### src/rtl/spi_frame_master.sv
// SPI mode-3 frame master: shifts one SIZE-bit word out on MOSI (MSB first) while capturing MISO,
// framing each transfer with CS setup, hold and a minimum CS-high gap, all paced by CLK_DIV.
module spi_frame_master #(
  parameter int SIZE    = 40,
  parameter int CLK_DIV = 4
) (
  input  logic            clk_in,
  input  logic            reset_n_in,
  input  logic [SIZE-1:0] data_in,
  input  logic            start_in,
  output logic            busy_out,
  output logic            done_out,
  output logic [SIZE-1:0] data_out,
  output logic            sclk_out,
  output logic            cs_n_out,
  output logic            mosi_out,
  input  logic            miso_in
);

  localparam int CW = $clog2(CLK_DIV) + 1;
  localparam int BW = $clog2(SIZE) + 1;

  typedef enum logic [2:0] {IDLE, SETUP, SHIFT, HOLD, GAP} state_t;

  state_t          state, state_nxt;
  logic [CW-1:0]   half_cnt;
  logic [BW-1:0]   bit_cnt;
  logic [SIZE-1:0] tx_sr;
  logic [SIZE-1:0] rx_sr;
  logic            cnt_end;
  logic            last_bit;

  assign cnt_end  = (half_cnt == CW'(CLK_DIV - 1));
  assign last_bit = (bit_cnt == BW'(SIZE - 1));
  // The MSB of the transmit register is the MOSI flop; it is cleared between frames.
  assign mosi_out = tx_sr[SIZE-1];

  always_ff @(posedge clk_in or negedge reset_n_in) begin
    if (!reset_n_in) state <= IDLE;
    else             state <= state_nxt;
  end

  always_comb begin
    state_nxt = state;
    case (state)
      IDLE:    if (start_in)                      state_nxt = SETUP;
      SETUP:   if (cnt_end)                       state_nxt = SHIFT;
      SHIFT:   if (cnt_end && sclk_out && last_bit) state_nxt = HOLD;
      HOLD:    if (cnt_end)                       state_nxt = GAP;
      GAP:     if (cnt_end)                       state_nxt = IDLE;
      default:                                    state_nxt = IDLE;
    endcase
  end

  always_ff @(posedge clk_in or negedge reset_n_in) begin
    if (!reset_n_in) begin
      half_cnt <= '0;
      bit_cnt  <= '0;
      tx_sr    <= '0;
      rx_sr    <= '0;
      data_out <= '0;
      busy_out <= 1'b0;
      done_out <= 1'b0;
      sclk_out <= 1'b1;
      cs_n_out <= 1'b1;
    end else begin
      done_out <= 1'b0;
      if (state == IDLE || cnt_end) half_cnt <= '0;
      else                          half_cnt <= half_cnt + CW'(1);

      case (state)
        IDLE: begin
          if (start_in) begin
            tx_sr    <= data_in;
            rx_sr    <= '0;
            bit_cnt  <= '0;
            cs_n_out <= 1'b0;
            busy_out <= 1'b1;
          end
        end
        SETUP: begin
          if (cnt_end) sclk_out <= 1'b0;
        end
        SHIFT: begin
          if (cnt_end) begin
            if (!sclk_out) begin
              sclk_out <= 1'b1;
              rx_sr    <= {rx_sr[SIZE-2:0], miso_in};
            end else if (!last_bit) begin
              // Falling edge: next bit appears half a period before the slave samples it.
              sclk_out <= 1'b0;
              tx_sr    <= {tx_sr[SIZE-2:0], 1'b0};
              bit_cnt  <= bit_cnt + BW'(1);
            end
          end
        end
        HOLD: begin
          if (cnt_end) begin
            cs_n_out <= 1'b1;
            tx_sr    <= '0;
            data_out <= rx_sr;
            done_out <= 1'b1;
          end
        end
        GAP: begin
          if (cnt_end) busy_out <= 1'b0;
        end
        default: ;
      endcase
    end
  end

endmodule

### config.mk
export PLATFORM = sky130hd
export DESIGN_NAME = spi_frame_master
export DESIGN_NICKNAME = d
export VERILOG_FILES = /design/src/rtl/spi_frame_master.sv
export SDC_FILE = /design/constraint.sdc
export NUM_CORES = 1
export LEC_CHECK = 0
export ABC_CLOCK_PERIOD_IN_PS = 6100
export BUFFER_PORTS_ARGS = -buffer_cell sky130_fd_sc_hd__buf_2
export CAP_MARGIN = 20
export CORE_MARGIN = 3
export CORE_UTILIZATION = 60
export DETAILED_ROUTE_END_ITERATION = 16
export HOLD_SLACK_MARGIN = 0.05
export MAX_ROUTING_LAYER = met4
export PLACE_DENSITY = 0.88
export SYNTH_ARGS = -nofsm -noshare
export SYNTH_HDL_FRONTEND = slang
export SYNTH_SLANG_ARGS = --single-unit
export TNS_END_PERCENT = 1
### constraint.sdc
create_clock -name clk_in -period 6.1 [get_ports clk_in]
set_clock_uncertainty 0.05 [all_clocks]
set_input_delay 0.305 -clock clk_in [delete_from_list [all_inputs] [get_ports clk_in]]
set_output_delay 0.305 -clock clk_in [all_outputs]
set_load 0.05 [all_outputs]
==> results.cfg, run 1 <==
[worst_setup_path]
worstSetupStartpoint = state[2]$_DFFE_PN0P_
endpoint = data_out[11]$_DFFE_PN0P_
r2r_start = state[2]$_DFFE_PN0P_
required_ps = 6450
reg2reg_depth = 4
start_kind = flip-flop
crit_type = reg -> reg
end_kind = flip-flop
rrSetupSlack_ps = 3230
arrival_ps = 3220
worstReg2RegEnd = data_out[11]$_DFFE_PN0P_
worst-path-max-fanout = 80

[logic_synthesis]
ys_seq_area_frac = 0.5727
synth_nets = 610
ys.flop_type = dfrtp_1
yosysWarnings = 0
synth_area_sq_um = 5991
ys_ff_latch = 137
synth-edff-count = 0
async_flop_share = 1.000
synth_cell_type_count = 41
syn_area_per_cell_sq_um = 10.64
synth_cells = 563

[power]
powerDensity_nw_per_um2 = 420.0
ir_worst_vdd_v = 0.0002269
power_w = 0.003092
leakage_nw = 3.846

[detailed_routing]
ant_nets = 0
via_per_inst = 5.822
drt_iter0_markers = 410
routed_wl_mm = 15.12
drcViolationCount = 0
num_vias = 4698
wl_per_cell_microns = 18.74
dr.pass1.iters = 6

[global_route]
overflow = 0
grt_pass1_wl_mm = 24.25
grt_use_total = 0.2824
first_global_vias = 4770
antenna_found_initial = 0
grt_max_degree = 81

[cells_and_area]
area_growth_syn_to_layout_pct = 22.89
stdcell_area_sq_um = 7362
fillers = 554
nets = 712
antenna_cells = 0
final_common_cell = dfrtp_1
final_cell_mix = dfrtp_1, nand2_1, buf_2
final_layout_size_suffix_gt1_frac = 0.2611

[floorplanning]
dieArea_sq_um = 11220
ios = 89
die_y_microns = 105.9
dieWidth_microns = 105.9
num_rows = 35
initial_core_util = 0.6333
core_area_sq_um = 9459

[clock_tree]
clock_path_buffers = 2
htreeDepth = 4
cts_sinks = 137
clock_latency_ps = 520
clockRootBuffer = clkbuf_8
tritoncts.num_buffers = 17
clk_pin_slew_worst_paths_ps = 70
cts_tree = done

[sta]
finalCritPeriodShare = 0.4701
fin_setup_tns_ps = 0
rsz0062_at_grt = false
worstMarginPinSlew_ps = 1146
slew_viol_final = 0
hold_violations = 0
relSlewSlack = 0.2358
fmax_ghz = 0.3488
period_needed_ps = 2867
setup_violations = 0

[run_status]
outcome = finished clean

[hold_path]
min_path_type = in -> reg
min_path_cells = 3

[placement]
place_congestion = 0.7964
io_buffers = 88
place_hpwl_mm = 7.678
post_dp_cell_area_sq_um = 6456

[flow_run]
max-cap-violations = 0
==> report_power, final <==
| group | switching [W] | leakage [nW] | internal, W |
|---|---|---|---|
| registers | 0.0000865 | 1.82 | 0.00108 |
| clock network | 0.000440 | 0.301 | 0.000642 |
| logic | 0.000555 | 1.73 | 0.000290 |
| total | 0.00108 | 3.85 | 0.00201 |
==> flip-flops by register name (all words and copies together) (netlist names) <==
signal and flops:
half_cnt 3, data_out 40, bit_cnt 7, busy_out 1
cs_n_out 1, state 3, done_out 1, tx_sr 40
sclk_out 1, rx_sr 40
==> metrics by stage <==
| stage | cells | utilization | hold slack, ps | setup WS [ps] |
|---|---|---|---|---|
| finish | 807 | 0.7783 | 54.63 | 3233 |
| global route | 807 | 0.7783 | 66.39 | 3072 |
| CTS | 806 | 0.7772 | 55.30 | 3245 |
| detailed placement | 746 | 0.6825 | 291.2 | 3293 |
| global placement | 746 | 0.6825 | 283.0 | 3394 |
| floorplan | 563 | - | -40.59 | 4086 |
==> synthesized netlist by cell type (all sizes together) (2+ instances only) <==
master / number / area share
buf: 14 / 0.018
nand3: 2 / 0.0017
or2: 2 / 0.0021
a22o: 4 / 0.0058
nor2: 10 / 0.0063
nor3: 36 / 0.030
clkbuf: 25 / 0.016
xor2: 3 / 0.0044
and2: 2 / 0.0021
mux2: 42 / 0.080
a211o: 3 / 0.0044
nor4: 2 / 0.0021
mux2i: 39 / 0.065
o211a: 2 / 0.0033
nor3b: 4 / 0.0050
nand2: 90 / 0.056
a21oi: 40 / 0.033
dfrtp: 135 / 0.56
o31ai: 2 / 0.0025
o21ai: 45 / 0.039
dfstp: 2 / 0.0088
a211oi: 2 / 0.0025
inv: 44 / 0.028
ha: 3 / 0.0063
==> worst min path at each step <==
| stage | from | end |
|---|---|---|
| final | data_in[31] | tx_sr[31]$_DFFE_PN0P_ |
| after floorplan | reset_n_in | bit_cnt[0]$_DFFE_PN0P_ |
| after global routing | start_in | cs_n_out$_DFFE_PN1P_ |
| after CTS | data_in[1] | tx_sr[1]$_DFFE_PN0P_ |
| after detailed placement | reset_n_in | tx_sr[18]$_DFFE_PN0P_ |
| after global placement | reset_n_in | tx_sr[18]$_DFFE_PN0P_ |
==> logic make-up after synthesis <==
logic type / after synthesis / share of synthesized area
xor+xnor: 3 / 0.004387
compound gates: 101 / 0.09545
buf+inv: 83 / 0.06099
fa+ha+maj: 3 / 0.006266
simple gates: 155 / 0.1155
flops: 137 / 0.5727
mux: 81 / 0.1447
==> layer usage <==
layer	GRT usage	vias to the layer above	share of wire
li1	-	2100	-
met1	0.3517	2354	0.40
met2	0.4658	202	0.51
met3	0.06315	42	0.060
met4	0.08973	0	0.024
met5	-	-	0
==> critical path, stage by stage (launching register included) <==
cell	delay, ps
dfrtp_1	550
nand2b_2	190
buf_4	580
or2_2	920
mux2_2	440
==> layout make-up <==
| type | count | area, sq um | area share |
|---|---|---|---|
| clock buffers | 17 | 414.1 | 0.05625 |
| multi-input cells | 343 | 2215 | 0.3008 |
| clock inverters | 15 | 201.4 | 0.02736 |
| well taps | 129 | 161.4 | 0.02192 |
| inverters | 44 | 165.2 | 0.02243 |
| repair buffers | 122 | 774.5 | 0.1052 |
| flip-flops and latches | 137 | 3431 | 0.4660 |
==> timing repair <==
item / 4_1_cts / 5_1_grt
hold endpoints to repair: 94 / 1
setup buffers: 0 / 0
hold buffers: 28 / 1
resized for setup: 0 / 0
Power figures use the tool's default switching activity.
==> run 2: changes to the inputs <==
Settings changed: ABC_CLOCK_PERIOD_IN_PS 6100 to 2600, CORE_UTILIZATION 60 to 51, PLACE_DENSITY 0.88 to 0.8.
Clock period 6.1 ns to 2.6 ns, I/O delays scaled along.
==> run 2 against run 1 <==
  * Flip-flop and latch count unchanged
  * Sequential power increased by 130%
  * Combinational power grew 130%
  * Final cell count is 3.6% higher
  * Hold slack improved by 210 ps
  * Critical endpoint is now data_out[38]$_DFFE_PN0P_
==> results.cfg, run 2 (same netlist as run 1, synthesis figures left out) <==
[worst_setup_path]
start_kind = flip-flop
required_ps = 2850
worst-path-max-fanout = 42
end_kind = flip-flop
crit_type = reg -> reg
worstSetupStartpoint = half_cnt[0]$_DFF_PN0_
arrival_ps = 2670
r2r_start = half_cnt[0]$_DFF_PN0_

[power]
powerDensity_nw_per_um2 = 976.5
combPwrFrac = 0.265
power_w = 0.007456
p_int_w = 0.005137
ir_worst_vdd_v = 0.0006837
seqPwrFrac = 0.364
leakage_nw = 3.966
netSwitchingFraction = 0.3111
p_clk_frac = 0.371
p_sw_w = 0.002320

[sta]
slew_viol_final = 0
rsz0062_at_grt = false
relSlewSlack = 0.3327
fin_setup_tns_ps = 0
setup_violations = 0
period_needed_ps = 2425
setup_slack_ps = 174.6
finalCritPeriodShare = 0.9328
fmax_ghz = 0.4123
worstMarginPinSlew_ps = 1001
hold_violations = 0

[placement]
dp_slack_ps = 189.2
io_buffers = 88
place_congestion = 0.8029
place_hpwl_mm = 7.839
place_inst = 761

[cells_and_area]
largestRegisters = data_out x40, rx_sr x40, tx_sr x40
fin_cells = 836
final_cell_mix = dfrtp_1, nand2_1, buf_2
utilization = 0.6834
antenna_cells = 0
final_common_cell = dfrtp_1
final_layout_size_suffix_gt1_frac = 0.2586
nets = 730
area_growth_syn_to_layout_pct = 27.46

[detailed_routing]
via_per_inst = 5.380
routed_wl_mm = 13.47
ant_nets = 0
drt_iter0_markers = 405
drcViolationCount = 0
num_vias = 4498
dr.pass1.iters = 5
wl_per_cell_microns = 16.11

[clock_tree]
clk_pin_slew_worst_paths_ps = 60
clock_latency_ps = 420
tritoncts.num_buffers = 17
cts_tree = done
cts_sinks = 137
htreeDepth = 4
cts-resized-gates = 0
clockRootBuffer = clkbuf_16
clock_path_buffers = 2

[global_route]
first_global_vias = 4711
overflow = 0
antenna_found_initial = 0
grt_use_total = 0.2290
grt_pass1_wl_mm = 22.78
grt_max_degree = 80

[hold_path]
min_path_type = in -> async

[floorplanning]
initial_core_util = 0.5362
ios = 89
core_area_sq_um = 11170
dieArea_sq_um = 13080
num_rows = 38
die_y_microns = 114.4
dieWidth_microns = 114.4

[flow_run]
max-cap-violations = 0

[run_status]
outcome = finished clean
## run 2: cell types whose count changed in the layout (fill, tap and decap cells not counted), moves of 2 or more
| cell | previous run | this run |
|---|---|---|
| dlygate4sd3_1 | 29 | 43 |
| inv_6 | 7 | 0 |
| bufinv_16 | 3 | 7 |
| buf_12 | 0 | 2 |
| inv_8 | 3 | 0 |
| buf_4 | 5 | 7 |
| clkinv_2 | 0 | 5 |
## run 2: cell type report
| cell class | count | area [sq um] |
|---|---|---|
| tap | 140 | 175.2 |
| sequential | 137 | 3431 |
| timing repair buffer | 140 | 969.7 |
| multi-input combinational | 343 | 2215 |
| fill | 795 | 3537 |
| inverter | 44 | 165.2 |
| clock inverter | 14 | 251.5 |
| clock buffer | 18 | 429.2 |
## run 2: power groups by stage
stage          combinational [W]  sequential [W]  clock [W]
2_1_floorplan            0.00148         0.00277          0
3_3_place_gp             0.00181         0.00271          0
3_5_place_dp             0.00190         0.00274          0
4_1_cts                  0.00196         0.00271    0.00281
5_1_grt                  0.00220         0.00275    0.00293
6_report                 0.00198         0.00272    0.00277
## run 2: timing repair
item	in CTS	in global routing
setup buffers	0	0
endpoints found under the hold margin	114	0
hold buffers	43	0
## run 2: through the flow
step	cell area (sq um)	hold slack [ps]
3_5_place_dp	6525	150.7
2_1_floorplan	5991	-215.6
6_report	7636	268.5
3_3_place_gp	6525	139.7
5_1_grt	7636	324.3
4_1_cts	7636	283.3
## run 2: worst paths after layout
check / to / slack [ps] / cells after the start
hold reg to reg: half_cnt[0]$_DFF_PN0_ / 390 / 1
max in group asynchronous: data_out[33]$_DFFE_PN0P_ / 1470 / 3
hold / removal: tx_sr[17]$_DFFE_PN0P_ / 270 / 2
setup / recovery: data_out[38]$_DFFE_PN0P_ / 170 / 5
setup reg to reg: data_out[38]$_DFFE_PN0P_ / 170 / 5
min in group clk_in: half_cnt[0]$_DFF_PN0_ / 390 / 1
## run 2: per-layer routing
metal	vias to the layer above	GRT usage	share of wire
li1	2131	-	-
met2	146	0.3706	0.50
met5	-	-	0
met4	0	0.07126	0.016
met3	22	0.06395	0.059
met1	2199	0.2808	0.43
## run 2: critical path, cell delays in order (launching register included)
cell and delay [ps]:
dfrtp_1 380, ha_1 210, ha_1 270, nand2_1 150, or2_2 800, mux2_2 430
==> run 3: changes to the inputs <==
Settings changed: RECOVER_POWER set to 50.
==> run 3 against run 2 <==
  * The flow now finishes with violations (max-capacitance violations, max-slew violations)
  * Via count down 0.64%
  * Power about the same
  * First-iteration DRC count down 5.7%
  * Design area down 0.48%
  * Die area unchanged
  * Non-clock buffer count unchanged
  * Clock power about the same
  * Sequential share of layout area up 0.21 points
  * Hold slack better by 120 ps
  * Combinational power about the same
  * Flip-flop and latch count unchanged
  * Count of clock-buffer cells in the layout unchanged
  * Critical path type unchanged
==> results.cfg, run 3 (same netlist as run 1, synthesis figures left out) <==
[clock_tree]
clk_pin_slew_worst_paths_ps = 60
clockRootBuffer = clkbuf_16
clock_path_buffers = 2
tritoncts.num_buffers = 17
clock_latency_ps = 410
cts-resized-gates = 0
cts_tree = done
htreeDepth = 4
cts_sinks = 137

[global_route]
first_global_vias = 4711
overflow = 0
antenna_found_initial = 0
grt_use_total = 0.2290
grt_max_degree = 80
grt_pass1_wl_mm = 22.78

[cells_and_area]
largestRegisters = data_out x40, rx_sr x40, tx_sr x40
antenna_cells = 0
final_cell_mix = dfrtp_1, nand2_1, buf_2
multi_input_area_sq_um = 2215
fillers = 810
seq_area_sq_um = 3431
area_growth_syn_to_layout_pct = 26.86
final_layout_size_suffix_gt1_frac = 0.2270
nets = 730
final_common_cell = dfrtp_1

[detailed_routing]
num_vias = 4469
wl_per_cell_microns = 16.07
dr.pass1.iters = 4
drt_iter0_markers = 382
routed_wl_mm = 13.44
via_per_inst = 5.346
ant_nets = 0
drcViolationCount = 0

[sta]
worstMarginPinSlew_ps = 1872
fin_setup_tns_ps = 0
finalCritPeriodShare = 0.9339
rsz0062_at_grt = false
period_needed_ps = 2428
relSlewSlack = -0.2483
slew_viol_final = 75
hold_violations = 0
fmax_ghz = 0.4118
setup_violations = 0
timing.hold.ws_ps = 389.9

[worst_setup_path]
worstReg2RegEnd = data_out[38]$_DFFE_PN0P_
crit_top_cell = ha_1
r2r_start = half_cnt[0]$_DFF_PN0_
endpoint = data_out[38]$_DFFE_PN0P_
cp_top_family = simple AND/OR/NAND/NOR gates
worstSetupStartpoint = half_cnt[0]$_DFF_PN0_
worst-path-max-fanout = 42
critPathSlowestCell = or2_2
end_kind = flip-flop
arrival_ps = 2670
cp_cell_sequence = ha_1, ha_1, nand2_1, or2_2, mux2_2
path_buf_inv = 0
crit_type = reg -> reg
reg2reg_depth = 5
required_ps = 2840
path_depth = 5
rrSetupSlack_ps = 170
start_kind = flip-flop
slowest_delay_ps = 800

[power]
seqPwrFrac = 0.365
p_int_w = 0.005134
p_sw_w = 0.002318
netSwitchingFraction = 0.3111
ir_worst_vdd_v = 0.0006832
leakage_nw = 3.867
p_clk_frac = 0.371
combPwrFrac = 0.264
powerDensity_nw_per_um2 = 980.5

[placement]
io_buffers = 88
place_hpwl_mm = 7.839
place_congestion = 0.8029

[floorplanning]
core_area_sq_um = 11170
dieArea_sq_um = 13080
initial_core_util = 0.5362
die_y_microns = 114.4
dieWidth_microns = 114.4
ios = 89
num_rows = 38

[flow_run]
max-cap-violations = 1

[run_status]
failed_checks = max-capacitance violations, max-slew violations
outcome = finished, violations left

[hold_path]
min_path_type = reg -> reg
-- run 3: layout make-up --
cell class                      count  area share
Tap cell                          140     0.02305
Clock inverter                     14     0.03309
Clock buffer                       18     0.05647
Inverter                           44     0.02173
Multi-Input combinational cell    343      0.2914
Sequential cell                   137      0.4514
Timing Repair Buffer              140      0.1228
-- run 3: repair_timing --
item                                   in CTS  in global routing
setup endpoints to repair                   0                  0
hold buffers                               43                  0
endpoints found under the hold margin     114                  0
setup buffers                               0                  0
-- run 3: how the worst min path moves through the flow --
stage / from / to / slack, ps / cells past startpoint
final: half_cnt[0]$_DFF_PN0_ / half_cnt[0]$_DFF_PN0_ / 390 / 1
after detailed placement: reset_n_in / tx_sr[20]$_DFFE_PN0P_ / 150 / 1
after CTS: reset_n_in / tx_sr[25]$_DFFE_PN0P_ / 280 / 2
after global placement: reset_n_in / tx_sr[19]$_DFFE_PN0P_ / 140 / 1
after global routing: half_cnt[0]$_DFF_PN0_ / half_cnt[0]$_DFF_PN0_ / 420 / 1
after floorplan: reset_n_in / bit_cnt[0]$_DFFE_PN0P_ / -220 / 0
-- run 3: power by group through the flow --
stage               clock [W]  combinational [W]  sequential (W)
floorplan                   0            0.00148         0.00277
finish                0.00276            0.00197         0.00272
global placement            0            0.00181         0.00271
detailed placement          0            0.00190         0.00274
CTS                   0.00281            0.00196         0.00271
global route          0.00293            0.00220         0.00275
-- run 3: layer usage --
layer	vias up	GRT usage	part of all wire	wire length [microns]
met5	-	-	0	0
met4	0	0.07126	0.013	172
met3	20	0.06395	0.057	766
met2	149	0.3706	0.50	6727
met1	2168	0.2808	0.43	5769
li1	2132	-	-	-
-- run 3: stage by stage --
step	setup slack, ps	total power [W]	area, sq um	instances	util
global placement	284.5	0.004521	6525	761	0.5840
global route	7.607	0.007877	7600	836	0.6802
CTS	184.2	0.007483	7636	836	0.6834
finish	171.7	0.007452	7600	836	0.6802
detailed placement	189.2	0.004643	6525	761	0.5840
floorplan	586.0	0.004246	5991	563	-
